`src/rtl/cla_addsub_pipe.sv`:
```
// cla_addsub_pipe
// Streaming add/subtract stage built around a 32-bit two-level carry-lookahead
// adder. Operand beats are registered in S1, summed combinationally, and the
// result plus flags are registered in S2. Consecutive beats of one operation
// chain the carry, so wider add/sub runs through the single 32-bit adder.
//
// Ports:
//   clk, rst_n                 clock (rising edge), async active-low reset
//   in_valid/in_ready          operand handshake
//   in_x, in_y, in_sub         operand word, operation (sampled on chain start)
//   in_first, in_last          LS / MS word markers of a multi-word operation
//   out_valid/out_ready        result handshake
//   out_s, out_cout            result word and its carry out
//   out_ovf                    signed overflow (last word only)
//   out_zero                   all result words of the chain so far are zero
//   out_last                   in_last of this beat
//   out_proto_err              sticky: beat without in_first while no chain open
//
// Build option: define CLA_PIPE_SAT_EN to saturate single-word results that
// overflow (0x7FFF_FFFF / 0x8000_0000, sign from x[31]).

module cla_addsub_pipe #(
    parameter int DATA_W = 32
) (
    input  logic              clk,
    input  logic              rst_n,
    input  logic              in_valid,
    output logic              in_ready,
    input  logic [DATA_W-1:0] in_x,
    input  logic [DATA_W-1:0] in_y,
    input  logic              in_sub,
    input  logic              in_first,
    input  logic              in_last,
    output logic              out_valid,
    input  logic              out_ready,
    output logic [DATA_W-1:0] out_s,
    output logic              out_cout,
    output logic              out_ovf,
    output logic              out_zero,
    output logic              out_last,
    output logic              out_proto_err
);

    // The lookahead structure below is hard-wired to 32 bits.
    generate
        if (DATA_W != 32) begin : g_width_check
            $error("cla_addsub_pipe: DATA_W must be 32");
        end
    endgenerate

    // Two-level CLA: 4-bit groups produce group generate/propagate, group
    // carries are looked ahead from those, bit carries are resolved in-group.
    function automatic logic [32:0] cla32(input logic [31:0] a,
                                          input logic [31:0] b,
                                          input logic        cin);
        logic [31:0] g;
        logic [31:0] p;
        logic [7:0]  gg;
        logic [7:0]  gp;
        logic [8:0]  gc;
        logic [32:0] c;
        g  = a & b;
        p  = a ^ b;
        c  = 33'd0;
        gc = 9'd0;
        for (int j = 0; j < 8; j++) begin
            gg[j] = g[4*j+3]
                  | (p[4*j+3] & g[4*j+2])
                  | (p[4*j+3] & p[4*j+2] & g[4*j+1])
                  | (p[4*j+3] & p[4*j+2] & p[4*j+1] & g[4*j]);
            gp[j] = p[4*j+3] & p[4*j+2] & p[4*j+1] & p[4*j];
        end
        gc[0] = cin;
        for (int j = 0; j < 8; j++) begin
            gc[j+1] = gg[j] | (gp[j] & gc[j]);
        end
        for (int j = 0; j < 8; j++) begin
            c[4*j] = gc[j];
            for (int i = 0; i < 3; i++) begin
                c[4*j+i+1] = g[4*j+i] | (p[4*j+i] & c[4*j+i]);
            end
        end
        c[32] = gc[8];
        return {c[32], p ^ c[31:0]};
    endfunction

    logic        s1_valid_r;
    logic [31:0] s1_x_r;
    logic [31:0] s1_y_r;
    logic        s1_sub_r;
    logic        s1_first_r;
    logic        s1_last_r;

    logic        chain_open_r;
    logic        chain_carry_r;
    logic        chain_sub_r;
    logic        chain_zero_r;

    logic        s2_load_s;
    logic        in_fire_s;
    logic        restart_s;
    logic        eff_sub_s;
    logic [31:0] y_eff_s;
    logic        cin_s;
    logic [32:0] sum_s;
    logic        ovf_raw_s;
    logic [31:0] s_fin_s;
    logic        zero_next_s;

    assign s2_load_s = s1_valid_r & (~out_valid | out_ready);
    assign in_ready  = ~s1_valid_r | s2_load_s;
    assign in_fire_s = in_valid & in_ready;

    // Adder datapath: a beat restarts the chain if it is marked first or if
    // no chain is open; a restart takes its own operation and carry-in.
    always_comb begin
        restart_s   = s1_first_r | ~chain_open_r;
        eff_sub_s   = restart_s ? s1_sub_r : chain_sub_r;
        y_eff_s     = eff_sub_s ? ~s1_y_r : s1_y_r;
        cin_s       = restart_s ? eff_sub_s : chain_carry_r;
        sum_s       = cla32(s1_x_r, y_eff_s, cin_s);
        // carry into bit 31 xor carry out of bit 31
        ovf_raw_s   = s1_x_r[31] ^ y_eff_s[31] ^ sum_s[31] ^ sum_s[32];
        s_fin_s     = sum_s[31:0];
`ifdef CLA_PIPE_SAT_EN
        if (s1_first_r & s1_last_r & ovf_raw_s) begin
            s_fin_s = s1_x_r[31] ? 32'h8000_0000 : 32'h7FFF_FFFF;
        end else begin
            s_fin_s = sum_s[31:0];
        end
`endif
        zero_next_s = (restart_s ? 1'b1 : chain_zero_r) & (s_fin_s == 32'd0);
    end

    // S1 operand register.
    always_ff @(posedge clk or negedge rst_n) begin
        if (!rst_n) begin
            s1_valid_r <= 1'b0;
            s1_x_r     <= 32'd0;
            s1_y_r     <= 32'd0;
            s1_sub_r   <= 1'b0;
            s1_first_r <= 1'b0;
            s1_last_r  <= 1'b0;
        end else if (in_fire_s) begin
            s1_valid_r <= 1'b1;
            s1_x_r     <= in_x;
            s1_y_r     <= in_y;
            s1_sub_r   <= in_sub;
            s1_first_r <= in_first;
            s1_last_r  <= in_last;
        end else if (s2_load_s) begin
            s1_valid_r <= 1'b0;
        end
    end

    // Chain state, protocol error flag and S2 result register.
    always_ff @(posedge clk or negedge rst_n) begin
        if (!rst_n) begin
            chain_open_r  <= 1'b0;
            chain_carry_r <= 1'b0;
            chain_sub_r   <= 1'b0;
            chain_zero_r  <= 1'b1;
            out_proto_err <= 1'b0;
            out_valid     <= 1'b0;
            out_s         <= 32'd0;
            out_cout      <= 1'b0;
            out_ovf       <= 1'b0;
            out_zero      <= 1'b0;
            out_last      <= 1'b0;
        end else if (s2_load_s) begin
            chain_open_r  <= ~s1_last_r;
            chain_carry_r <= sum_s[32];
            chain_sub_r   <= eff_sub_s;
            chain_zero_r  <= zero_next_s;
            if (~s1_first_r & ~chain_open_r) begin
                out_proto_err <= 1'b1;
            end
            out_valid     <= 1'b1;
            out_s         <= s_fin_s;
            out_cout      <= sum_s[32];
            out_ovf       <= s1_last_r & ovf_raw_s;
            out_zero      <= zero_next_s;
            out_last      <= s1_last_r;
        end else if (out_ready) begin
            out_valid     <= 1'b0;
        end
    end

endmodule

```
`config.mk`:
```
export PLATFORM = sky130hd
export DESIGN_NAME = cla_addsub_pipe
export DESIGN_NICKNAME = d
export VERILOG_FILES = /design/src/rtl/cla_addsub_pipe.sv
export SDC_FILE = /design/constraint.sdc
export NUM_CORES = 1
export LEC_CHECK = 0
export ABC_AREA = 1
export CAP_MARGIN = 20
export CORE_UTILIZATION = 53
export DETAILED_ROUTE_END_ITERATION = 16
export PLACE_DENSITY_LB_ADDON = 0.12
export SYNTH_ARGS = -nofsm -noshare
export SYNTH_HDL_FRONTEND = slang
export SYNTH_SLANG_ARGS = --single-unit
```
`constraint.sdc`:
```
create_clock -name clk -period 6.75 [get_ports clk]
set_clock_uncertainty 0.2 [all_clocks]
set_input_delay 1.35 -clock clk [delete_from_list [all_inputs] [get_ports clk]]
set_output_delay 1.35 -clock clk [all_outputs]
set_load 0.005 [all_outputs]
```
### Word level (Yosys, flattened, before mapping)

Index checks and enable logic that the tools add are counted.

| operators by class | value |
|---|---|
| mux-type cells | 8 |
| reduce and logical (&&, ||, !) cells | 4 |
| bitwise operators | 156 |

Operators with widths:

| cell | number |
|---|---|
| 1-bit AND | 85 |
| 32-bit XOR | 2 |
| 1-bit bitwise OR | 59 |
| 32-bit AND | 1 |
| 32-bit logical NOT | 1 |
| 32-bit two-way mux | 1 |
| 32-bit inverter | 1 |
| 1-bit two-way mux | 7 |
| 1-bit inverter | 5 |
| 2-bit nonzero test | 2 |
| 1-bit XOR | 3 |
| 2-bit AND reduction | 1 |

| storage, ports and cells | value |
|---|---|
| word-level logic and storage cells | 184 |
| register bits after elaboration | 109 |

### Depth between registers and ports, before layout

Gate-level depths: netlist (run 1).

| depth | value |
|---|---|
| depth after elaboration | 32 |
| depth in mapped cells | 32 |
| gate-level depth less buffers | 31 |

### Least setup slack after synthesis (run 1)

Ideal clock, no wire load.

| timing | value |
|---|---|
| kind | register -> register |
| from | reg s1_first_r |
| to | reg out_zero |
| path buffers | 1 |
| stages on the path, launching flop included | 31 |
| period minus slack after synthesis | 4.744 ns |
| setup slack | 2.006 ns |
| data arrival time | 4.477 ns |
| cells stage by stage | dfrtp_1 > inv_1 > nand2_2 > o21ai_1 > buf_2 > xnor2_1 > ha_1 > nand3_2 > nor2_2 > nand3_1 > nand2_1 > nand2_1 > nand2_1 > nand2_1 > nand2_1 > nand2_1 > nand2_1 > nand2_1 > nand2_1 > nand2_1 > nand2_1 > nand2_1 > nand2_2 > inv_1 > fa_1 > fa_1 > fa_1 > nand4_1 > nor4_1 > nand4_1 > nand2_1 |

| between the ends | value |
|---|---|
| cells in the longest elaborated chain, start to end | 30 |

RTL lines:

| element | RTL line | text |
|---|---|---|
| start, declared | 91 | `logic s1_first_r;` |
| start signal, assigned | 149 | `s1_first_r <= in_first;` |
| 1-bit bitwise OR * | 117 | `restart_s = s1_first_r \| ~chain_open_r;` |
| 1-bit two-way mux | 118 | `eff_sub_s = restart_s ? s1_sub_r : chain_sub_r;` |
| 32-bit two-way mux | 119 | `y_eff_s = eff_sub_s ? ~s1_y_r : s1_y_r;` |
| 32-bit XOR or 32-bit AND (tied branches) | 63, 62 |  |
| 1-bit AND (on tied branches) | -- |  |
| 1-bit bitwise OR, or another cell as far along | 68 | `\| (p[4*j+3] & g[4*j+2])` |
| 1-bit bitwise OR, or another cell as far along | 69 | `\| (p[4*j+3] & p[4*j+2] & g[4*j+1])` |
| 1-bit bitwise OR or 1-bit AND (tied branches) | 70, 75 |  |
| [... 14 more ...] | -- |  |
| 1-bit bitwise OR | 80 | `c[4*j+i+1] = g[4*j+i] \| (p[4*j+i] & c[4*j+i]);` |
| 1-bit AND | 80 |  |
| 1-bit bitwise OR | 80 |  |
| 1-bit AND | 80 |  |
| 1-bit bitwise OR | 80 |  |
| 32-bit XOR | 84 | `return {c[32], p ^ c[31:0]};` |
| 32-bit logical NOT | 132 | `zero_next_s = (restart_s ? 1'b1 : chain_zero_r) & (s_fin_s == 32'd0);` |
| 1-bit AND * | 132 |  |
| end signal, assigned | 182 | `out_zero <= zero_next_s;` |
| end, declared | 39 | `output logic out_zero,` |

Mark *: on every way between the ends. The rest lies on a longest branch, timed or not.
A chain may end at the register's enable or synchronous reset.

### Final worst setup path (run 1)

Ends and elaborated chain as after synthesis.

==> results of run 1 <==
cell type report:
cell class / count / area, sq um
inverter: 80 / 300
tap: 136 / 170
timing repair buffer: 112 / 1110
fill: 835 / 3270
clock inverter: 2 / 35.0
sequential: 109 / 2730
clock buffer: 12 / 145
multi-input combinational: 361 / 2750
cells by family (layout without fill, tap and decap cells):
family                     after synthesis  count (layout)  synth area share [%]
adders and majority gates               56              56                  15.1
DFF                                    109             109                  46.8
and+or+nand+nor                        154             154                  11.1
AOI/OAI and AO/OA                       67              67                  6.00
buffers and inverters                  100             206                  6.50
xor gates and xnor gates                40              40                  6.00
muxes                                   44              44                  8.49
cell usage after synthesis:
library cell	count
buf_1	1
nor4_1	3
nand4_1	7
buf_2	3
a21oi_1	34
dfstp_2	1
inv_1	80
nor3_1	1
xor2_1	5
ha_1	32
mux2_2	44
nor2_2	1
clkbuf_1	16
nand2_1	81
o31ai_1	1
xnor2_1	35
a21o_1	1
o21a_1	1
nand3_1	20
nand3_2	1
a41oi_1	1
o21ai_1	1
o21ai_0	27
nor2_1	35
fa_1	24
a221oi_1	1
nand2_2	5
dfrtp_1	108
metal layers:
metal	up-vias	global-route usage (%)
met3	15	3.04
met2	98	40.1
li1	2026	-
met1	2051	30.9
met4	0	8.51
met5	-	0
worst max-delay path, delay by kind of cell, from the launching register on:
family / cells / cell delay [ps]
adders and majority gates: 4 / 1770
and+or+nand+nor: 21 / 1880
DFF: 1 / 400
buffers and inverters: 2 / 150
AOI/OAI and AO/OA: 1 / 550
xor gates and xnor gates: 1 / 220
stage by stage:
stage          std cells  worst slack (ps)
6_report             812              1480
5_1_grt              812              1050
4_1_cts              812              1450
3_5_place_dp         798              1500
3_3_place_gp         798              1740
2_1_floorplan        570              2010
final timing paths:
path	cells past startpoint	end
worst max-delay path	29	out_zero
worst min-delay path	2	chain_zero_r
worst min register to register	2	chain_zero_r
max in group asynchronous	2	out_s[14]
min in group asynchronous	1	out_s[24]
worst max register to register	29	out_zero
report_power, final:
group | switching (uW) | internal (uW)
registers | 113 | 826
logic | 785 | 713
clock network | 211 | 178
==> impl_metrics.json, run 1 <==
{
  "synth_top_cell_area_share_pct": 46.3,
  "largestRegisters": "out_s x32, s1_x_r x32, s1_y_r x32",
  "wire_per_inst_microns": 15.2,
  "grt_pass1_wl_microns": 20500,
  "slew_violations": 0,
  "holdCritStartpoint": "chain_zero_r",
  "final_cell_mix": "dfrtp_1, clkdlybuf4s50_1, inv_1, nand2_1, mux2_2",
  "initial_core_util_pct": 55.5,
  "drt-total-wl_microns": 12300,
  "cts_resized": 0,
  "outcome": "complete, no violations",
  "vias_per_cell": 5.16,
  "rsz0062_at_grt": "no",
  "htreeDepth": 3,
  "synthTopCellsByArea": "dfrtp_1, mux2_2, fa_1, ha_1, xnor2_1",
  "port-buffer-count": 109,
  "yosysTopAreaCell": "dfrtp_1",
  "grt_max_degree": 92,
  "holdBufCountCts": 0,
  "fin_util_pct": 68.9,
  "cellPowerDensity_nw_per_um2": 390,
  "route.met3.wl_microns": 499,
  "grt_pass1_vias": 4353,
  "postCtsSetupBuffers": 0,
  "ys_ff_latch": 109,
  "yosys_warnings": 0,
  "hold_viol": 0,
  "setup_tns_ps": 0,
  "vias": 4190,
  "wl_met1_microns": 5550,
  "antenna_found_initial": 0,
  "stdcell_area_sq_um": 7240,
  "synth_cells": 570,
  "ys_types": 28,
  "vdd.ir_drop.worst_v": 0.000178,
  "slowest_stage": "o21ai_4",
  "path_clk_slew_ps": 100,
  "finalSetupViolCount": 0,
  "hpwl_microns": 9380,
  "drive_above_1_share_pct": 10.5,
  "firstDrtPassIters": 4,
  "die_w_microns": 107,
  "grt_overflow": 0,
  "hold_ws_ps": 270,
  "drc_errors": 0,
  "start_kind": "flop",
  "hold_class": "reg2reg",
  "min_period_over_period_pct": 78.0,
  "ys_seq_area_share_pct": 46.8,
  "track_usage_pct": 23.5,
  "dieArea_sq_um": 11400,
  "nets": 800,
  "drt_iter0_markers": 192,
  "fmaxAchievable_ghz": 0.190,
  "wl_met2_microns": 6070,
  "r2r_setup_slack_ps": 1480,
  "total_power_uw": 2830,
  "rows": 37,
  "routed.top_layer": "met4",
  "reg2reg_from": "s1_first_r",
  "mappedNetlistNets": 697,
  "p_leak_uw": 0.00341,
  "worstMarginPinSlew_ps": 1060,
  "endpoint_kind": "flop",
  "cpMostUsedCell": "nand2_1",
  "n_antenna_cell": 0,
  "cts_buffer_depth": 2,
  "cts.sinks": 109,
  "tritoncts": "done",
  "die_h_microns": 107,
  "cts_buffers": 9,
  "period_minus_slack_ps": 5270,
  "synth.avg_cell_area_sq_um": 10.2,
  "ioPinCount": 110,
  "syn_to_final_growth_pct": 24.1,
  "clock_latency_ps": 380,
  "gp_congestion": 0.878,
  "cap_violations": 0,
  "core_area_sq_um": 10500,
  "worst_slew_margin_rel_pct": 29.1,
  "cp-startpoint": "s1_first_r",
  "dpl_cell_area_sq_um": 7060,
  "critPathRequiredTime_ps": 6870,
  "netlist_area_sq_um": 5840,
  "final_antenna_net_count": 0,
  "cp_max_fo": 17,
  "root_buffer": "clkbuf_8",
  "cpPeakStageDelay_ps": 550,
  "worstPathArrival_ps": 5390,
  "crit_type": "reg2reg"
}
Note: power is estimated with default switching activity, not from simulation.
==> run 2, diff against run 1 <==
- clock period: 6.75 -> 5.09 ns (I/O delays scaled with it)
==> run 2 against run 1 <==
Hold slack got worse by 34 ps. Via count up 2.1%. Core utilization increased by 1.1 points. Setup slack got worse by 1100 ps. Die area is the same. Sequential share of layout area down 0.59 points. Combinational power up 39%.
==> impl_metrics.json, run 2 (synthesized netlist as in run 1, its figures left out) <==
{
  "pwr-share-clk_pct": 13.3,
  "met2_usage_pct": 40.6,
  "drive_above_1_share_pct": 12.6,
  "start_kind": "flop",
  "drc_errors": 0,
  "vias": 4280,
  "clock_latency_ps": 380,
  "drt_iter0_markers": 167,
  "cts_buffer_depth": 2,
  "vias_per_cell": 5.21,
  "min_period_over_period_pct": 93.2,
  "sw_frac_of_total_pct": 39.9,
  "firstDrtPassIters": 4,
  "combPwrFrac_pct": 54.2,
  "crit_type": "reg2reg",
  "vdd.ir_drop.worst_v": 0.000231,
  "core_area_sq_um": 10500,
  "syn_to_final_growth_pct": 26.0,
  "met3_usage_pct": 3.04,
  "critPathRequiredTime_ps": 5220,
  "gp_congestion": 0.913,
  "worstMarginPinSlew_ps": 1060,
  "p_leak_uw": 0.00345,
  "die_w_microns": 107,
  "hold_class": "in2async",
  "root_buffer": "clkbuf_8",
  "cp_max_fo": 5,
  "ioPinCount": 110,
  "p_seq_share_pct": 32.4,
  "worst_slew_margin_rel_pct": 29.6,
  "cts_buffers": 9,
  "final_antenna_net_count": 0,
  "n_antenna_cell": 0,
  "grt_pass1_wl_microns": 21300,
  "fillers": 847,
  "largestRegisters": "out_s x32, s1_x_r x32, s1_y_r x32",
  "regArea_sq_um": 2730,
  "cellInternalPower_uw": 2310,
  "htreeDepth": 3,
  "multiInputGateArea_sq_um": 2770,
  "hold_ws_ps": 237,
  "p_switching_uw": 1530,
  "layout.cells.non_filler": 821,
  "antenna_found_initial": 0,
  "period_minus_slack_ps": 4740,
  "grt_pass1_vias": 4435,
  "endpoint_kind": "flop",
  "drt-total-wl_microns": 12800,
  "nets": 807,
  "rows": 37,
  "setup_tns_ps": 0,
  "dpl.cell_count": 799,
  "final_cell_mix": "dfrtp_1, clkdlybuf4s50_1, inv_1, nand2_1, mux2_2",
  "fmaxAchievable_ghz": 0.211,
  "track_usage_pct": 24.4,
  "worstPathArrival_ps": 4870,
  "port-buffer-count": 109,
  "dieArea_sq_um": 11400,
  "hpwl_microns": 9540,
  "finalSetupViolCount": 0,
  "path_clk_slew_ps": 100,
  "use_met1_pct": 32.7,
  "cellPowerDensity_nw_per_um2": 522,
  "pre_cts_ws_ps": 162,
  "cap_violations": 0,
  "grt_max_degree": 92,
  "tritoncts": "done",
  "wire_per_inst_microns": 15.6,
  "outcome": "complete, no violations",
  "grt_overflow": 0,
  "hold_viol": 0,
  "layout_setup_ws_ps": 346,
  "die_h_microns": 107,
  "cts.sinks": 109,
  "initial_core_util_pct": 55.5,
  "slew_violations": 0,
  "top_usage_layer": "met2"
}
==> run 2: changes by cell type in the layout (fill, tap and decap cells not counted), sizes merged <==
| cell | change |
|---|---|
| clkinvlp | +1 |
| clkbuf | +2 |
| buf | +7 |
| bufinv | -1 |
==> run 2: layer usage <==
metal	share of wire, %	wire (microns)
met2	50	6390
met1	42	5430
met3	5.7	732
met5	0	0
met4	1.9	247
==> run 2: area by class of cell <==
cell class | instances | area share [%]
Timing Repair Buffer | 119 | 16.3
Tap cell | 136 | 2.31
Multi-Input combinational cell | 361 | 37.7
Clock buffer | 14 | 2.35
Clock inverter | 2 | 0.221
Sequential cell | 109 | 37.1
Inverter | 80 | 4.08
==> run 2: repair_timing <==
action                     CTS  global route
setup endpoints to repair    0             3
buffers inserted             0             5
hold buffers                 0             0
gates resized for setup      0             9
==> run 2: final timing paths <==
path	start	endpoint	slack [ps]	cells after the start
setup reg to reg	s1_first_r	out_zero	350	27
min in group clk	chain_zero_r	chain_zero_r	280	2
hold / removal	rst_n	out_s[24]	240	1
setup / recovery	s1_first_r	out_zero	350	27
hold reg to reg	chain_zero_r	chain_zero_r	280	2
max in group asynchronous	rst_n	s1_x_r[22]	3450	3
==> run 2: critical path, cell delays in order (launching register included) <==
cell and delay, ps:
dfrtp_1 400, inv_2 80, nand2_2 90, o21ai_4 290
xnor2_1 110, ha_1 360, nand3_2 120, nor2_2 100
nand3_1 90, nand2_1 90, nand2_1 50, nand2_1 70
nand2_1 60, nand2_1 70, nand2_1 50, nand2_1 90
nand2_1 60, nand2_1 80, nand2_1 60, nand2_1 90
inv_1 80, fa_1 420, fa_2 380, fa_1 560
nand4_1 150, nor4_2 280, nand4_1 130, nand2_1 80
==> run 2: per-stage QoR <==
step,util (%),area (sq um),total power [uW]
after floorplan,-,5840,2470
after global placement,67.2,7070,3190
after detailed placement,67.2,7070,3280
after CTS,69.0,7260,3800
after global routing,70.0,7350,4180
final,70.0,7350,3840
==> run 2: power by group through the flow <==
| stage | sequential [uW] | combinational (uW) | clock (uW) |
|---|---|---|---|
| finish | 1250 | 2080 | 513 |
| global route | 1280 | 2350 | 551 |
| CTS | 1250 | 2030 | 519 |
| detailed placement | 1260 | 2020 | 0 |
| global placement | 1250 | 1940 | 0 |
| floorplan | 1240 | 1230 | 0 |
==> run 3, diff against run 2 <==
- PLACE_DENSITY: default -> 0.87
- PLACE_DENSITY_LB_ADDON: 0.12 -> default
- clock period: 5.09 -> 4.82 ns (I/O delays scaled with it)
==> run 3 against run 2 <==
Count of clock-buffer cells in the layout down 1. Critical path type unchanged. Largest power group unchanged. Critical endpoint is now chain_zero_r. Global-route usage is 0.36 points higher. Cell count grew 0.24%. Hold slack gained 49 ps. Register-to-register slack got worse by 60 ps. Core utilization increased by 0.45 points. First-iteration DRC count up 44%. Sequential power up 5%. Critical path depth grew 4.
==> impl_metrics.json, run 3 (synthesized netlist as in run 1, its figures left out) <==
{
  "worstPathArrival_ps": 4660,
  "drt-total-wl_microns": 13100,
  "drive_above_1_share_pct": 13.8,
  "grt_max_degree": 88,
  "track_usage_pct": 24.8,
  "finalSetupViolCount": 0,
  "die_w_microns": 107,
  "dieArea_sq_um": 11400,
  "hold_viol": 0,
  "holdBufCountCts": 0,
  "stdcell_area_sq_um": 7400,
  "vias_per_cell": 5.27,
  "worstMarginPinSlew_ps": 1040,
  "cp_max_fo": 5,
  "fmaxAchievable_ghz": 0.220,
  "endpoint_kind": "flop",
  "worst_slew_margin_rel_pct": 30.8,
  "slowest_stage": "dfrtp_1",
  "drc_errors": 0,
  "htreeDepth": 3,
  "drt_iter0_markers": 241,
  "crit_type": "reg2reg",
  "r2r_setup_slack_ps": 280,
  "slew_violations": 0,
  "port-buffer-count": 109,
  "critPathRequiredTime_ps": 4940,
  "cts_buffers": 9,
  "setup_tns_ps": 0,
  "final_cell_mix": "dfrtp_1, clkdlybuf4s50_1, inv_1, nand2_1, mux2_2",
  "largestRegisters": "out_s x32, s1_x_r x32, s1_y_r x32",
  "cpPeakStageDelay_ps": 410,
  "cpMostUsedCell": "nand2_1",
  "die_h_microns": 107,
  "total_power_uw": 4140,
  "path_clk_slew_ps": 110,
  "initial_core_util_pct": 55.5,
  "min_period_over_period_pct": 94.1,
  "nets": 809,
  "cellPowerDensity_nw_per_um2": 559,
  "grt_pass1_vias": 4541,
  "hold_class": "in2async",
  "tritoncts": "done",
  "grt_overflow": 0,
  "rows": 37,
  "root_buffer": "clkbuf_8",
  "p_leak_uw": 0.00347,
  "ioPinCount": 110,
  "cts_buffer_depth": 2,
  "n_antenna_cell": 0,
  "firstDrtPassIters": 5,
  "final_antenna_net_count": 0,
  "cap_violations": 0,
  "core_area_sq_um": 10500,
  "vias": 4336,
  "antenna_found_initial": 0,
  "clock_latency_ps": 380,
  "cts.sinks": 109,
  "syn_to_final_growth_pct": 26.8,
  "wire_per_inst_microns": 16.0,
  "outcome": "complete, no violations",
  "grt_pass1_wl_microns": 21700,
  "start_kind": "flop",
  "gp_congestion": 0.901,
  "period_minus_slack_ps": 4540,
  "hpwl_microns": 9750,
  "dpl_cell_area_sq_um": 7080,
  "vdd.ir_drop.worst_v": 0.000248
}
run 3: worst max-delay path: cells and delay by family (launching register included):
kind,cells,cell delay [ps]
buf+inv,4,350
xor+xnor,2,250
simple gates,20,1710
compound gates,1,230
fa+ha+maj,4,1350
flops,1,410
run 3: power by group:
part           leakage, uW  internal [uW]  total, uW  switching (uW)
Clock            0.0000959            270        584             314
Combinational      0.00210           1060       2240            1180
Sequential         0.00128           1160       1310             158
run 3: cell type report:
| cell class | count | area, sq um |
|---|---|---|
| timing repair buffer | 121 | 1210 |
| fill | 747 | 3110 |
| clock inverter | 3 | 45.0 |
| multi-input combinational | 361 | 2790 |
| sequential | 109 | 2730 |
| tap | 136 | 170 |
| clock buffer | 13 | 159 |
| inverter | 80 | 300 |
run 3: path summary, 6_finish.rpt:
kind                         startpoint            to  depth (start not counted)
max in group asynchronous         rst_n  chain_zero_r                          3
hold / removal                    rst_n     s1_y_r[3]                          1
setup / recovery             s1_first_r  chain_zero_r                         31
setup reg to reg             s1_first_r  chain_zero_r                         31
hold reg to reg            chain_zero_r  chain_zero_r                          2
min in group clk           chain_zero_r  chain_zero_r                          2
run 3: what timing repair did:
action	in CTS	in global routing
gates resized for setup	3	14
endpoints found under the setup margin	2	3
setup buffers	3	2
pin swaps	3	17
cloned	0	0
run 3: stage by stage:
step           hold slack (ps)  setup WS (ps)  utilization [%]  instances
2_1_floorplan              234           76.2                -        570
3_3_place_gp               239            148             67.4        801
3_5_place_dp               261          -76.6             67.4        801
4_1_cts                    274           9.14             69.6        820
5_1_grt                    307          -32.0             70.4        823
6_report                   286            284             70.4        823
run 3: layer usage:
layer,vias to the layer above,wire length [microns],global-route usage (%)
met5,-,0,0
met4,0,312,10.9
met3,30,663,3.71
met2,127,6900,43.3
met1,2132,5270,30.4
li1,2047,-,-
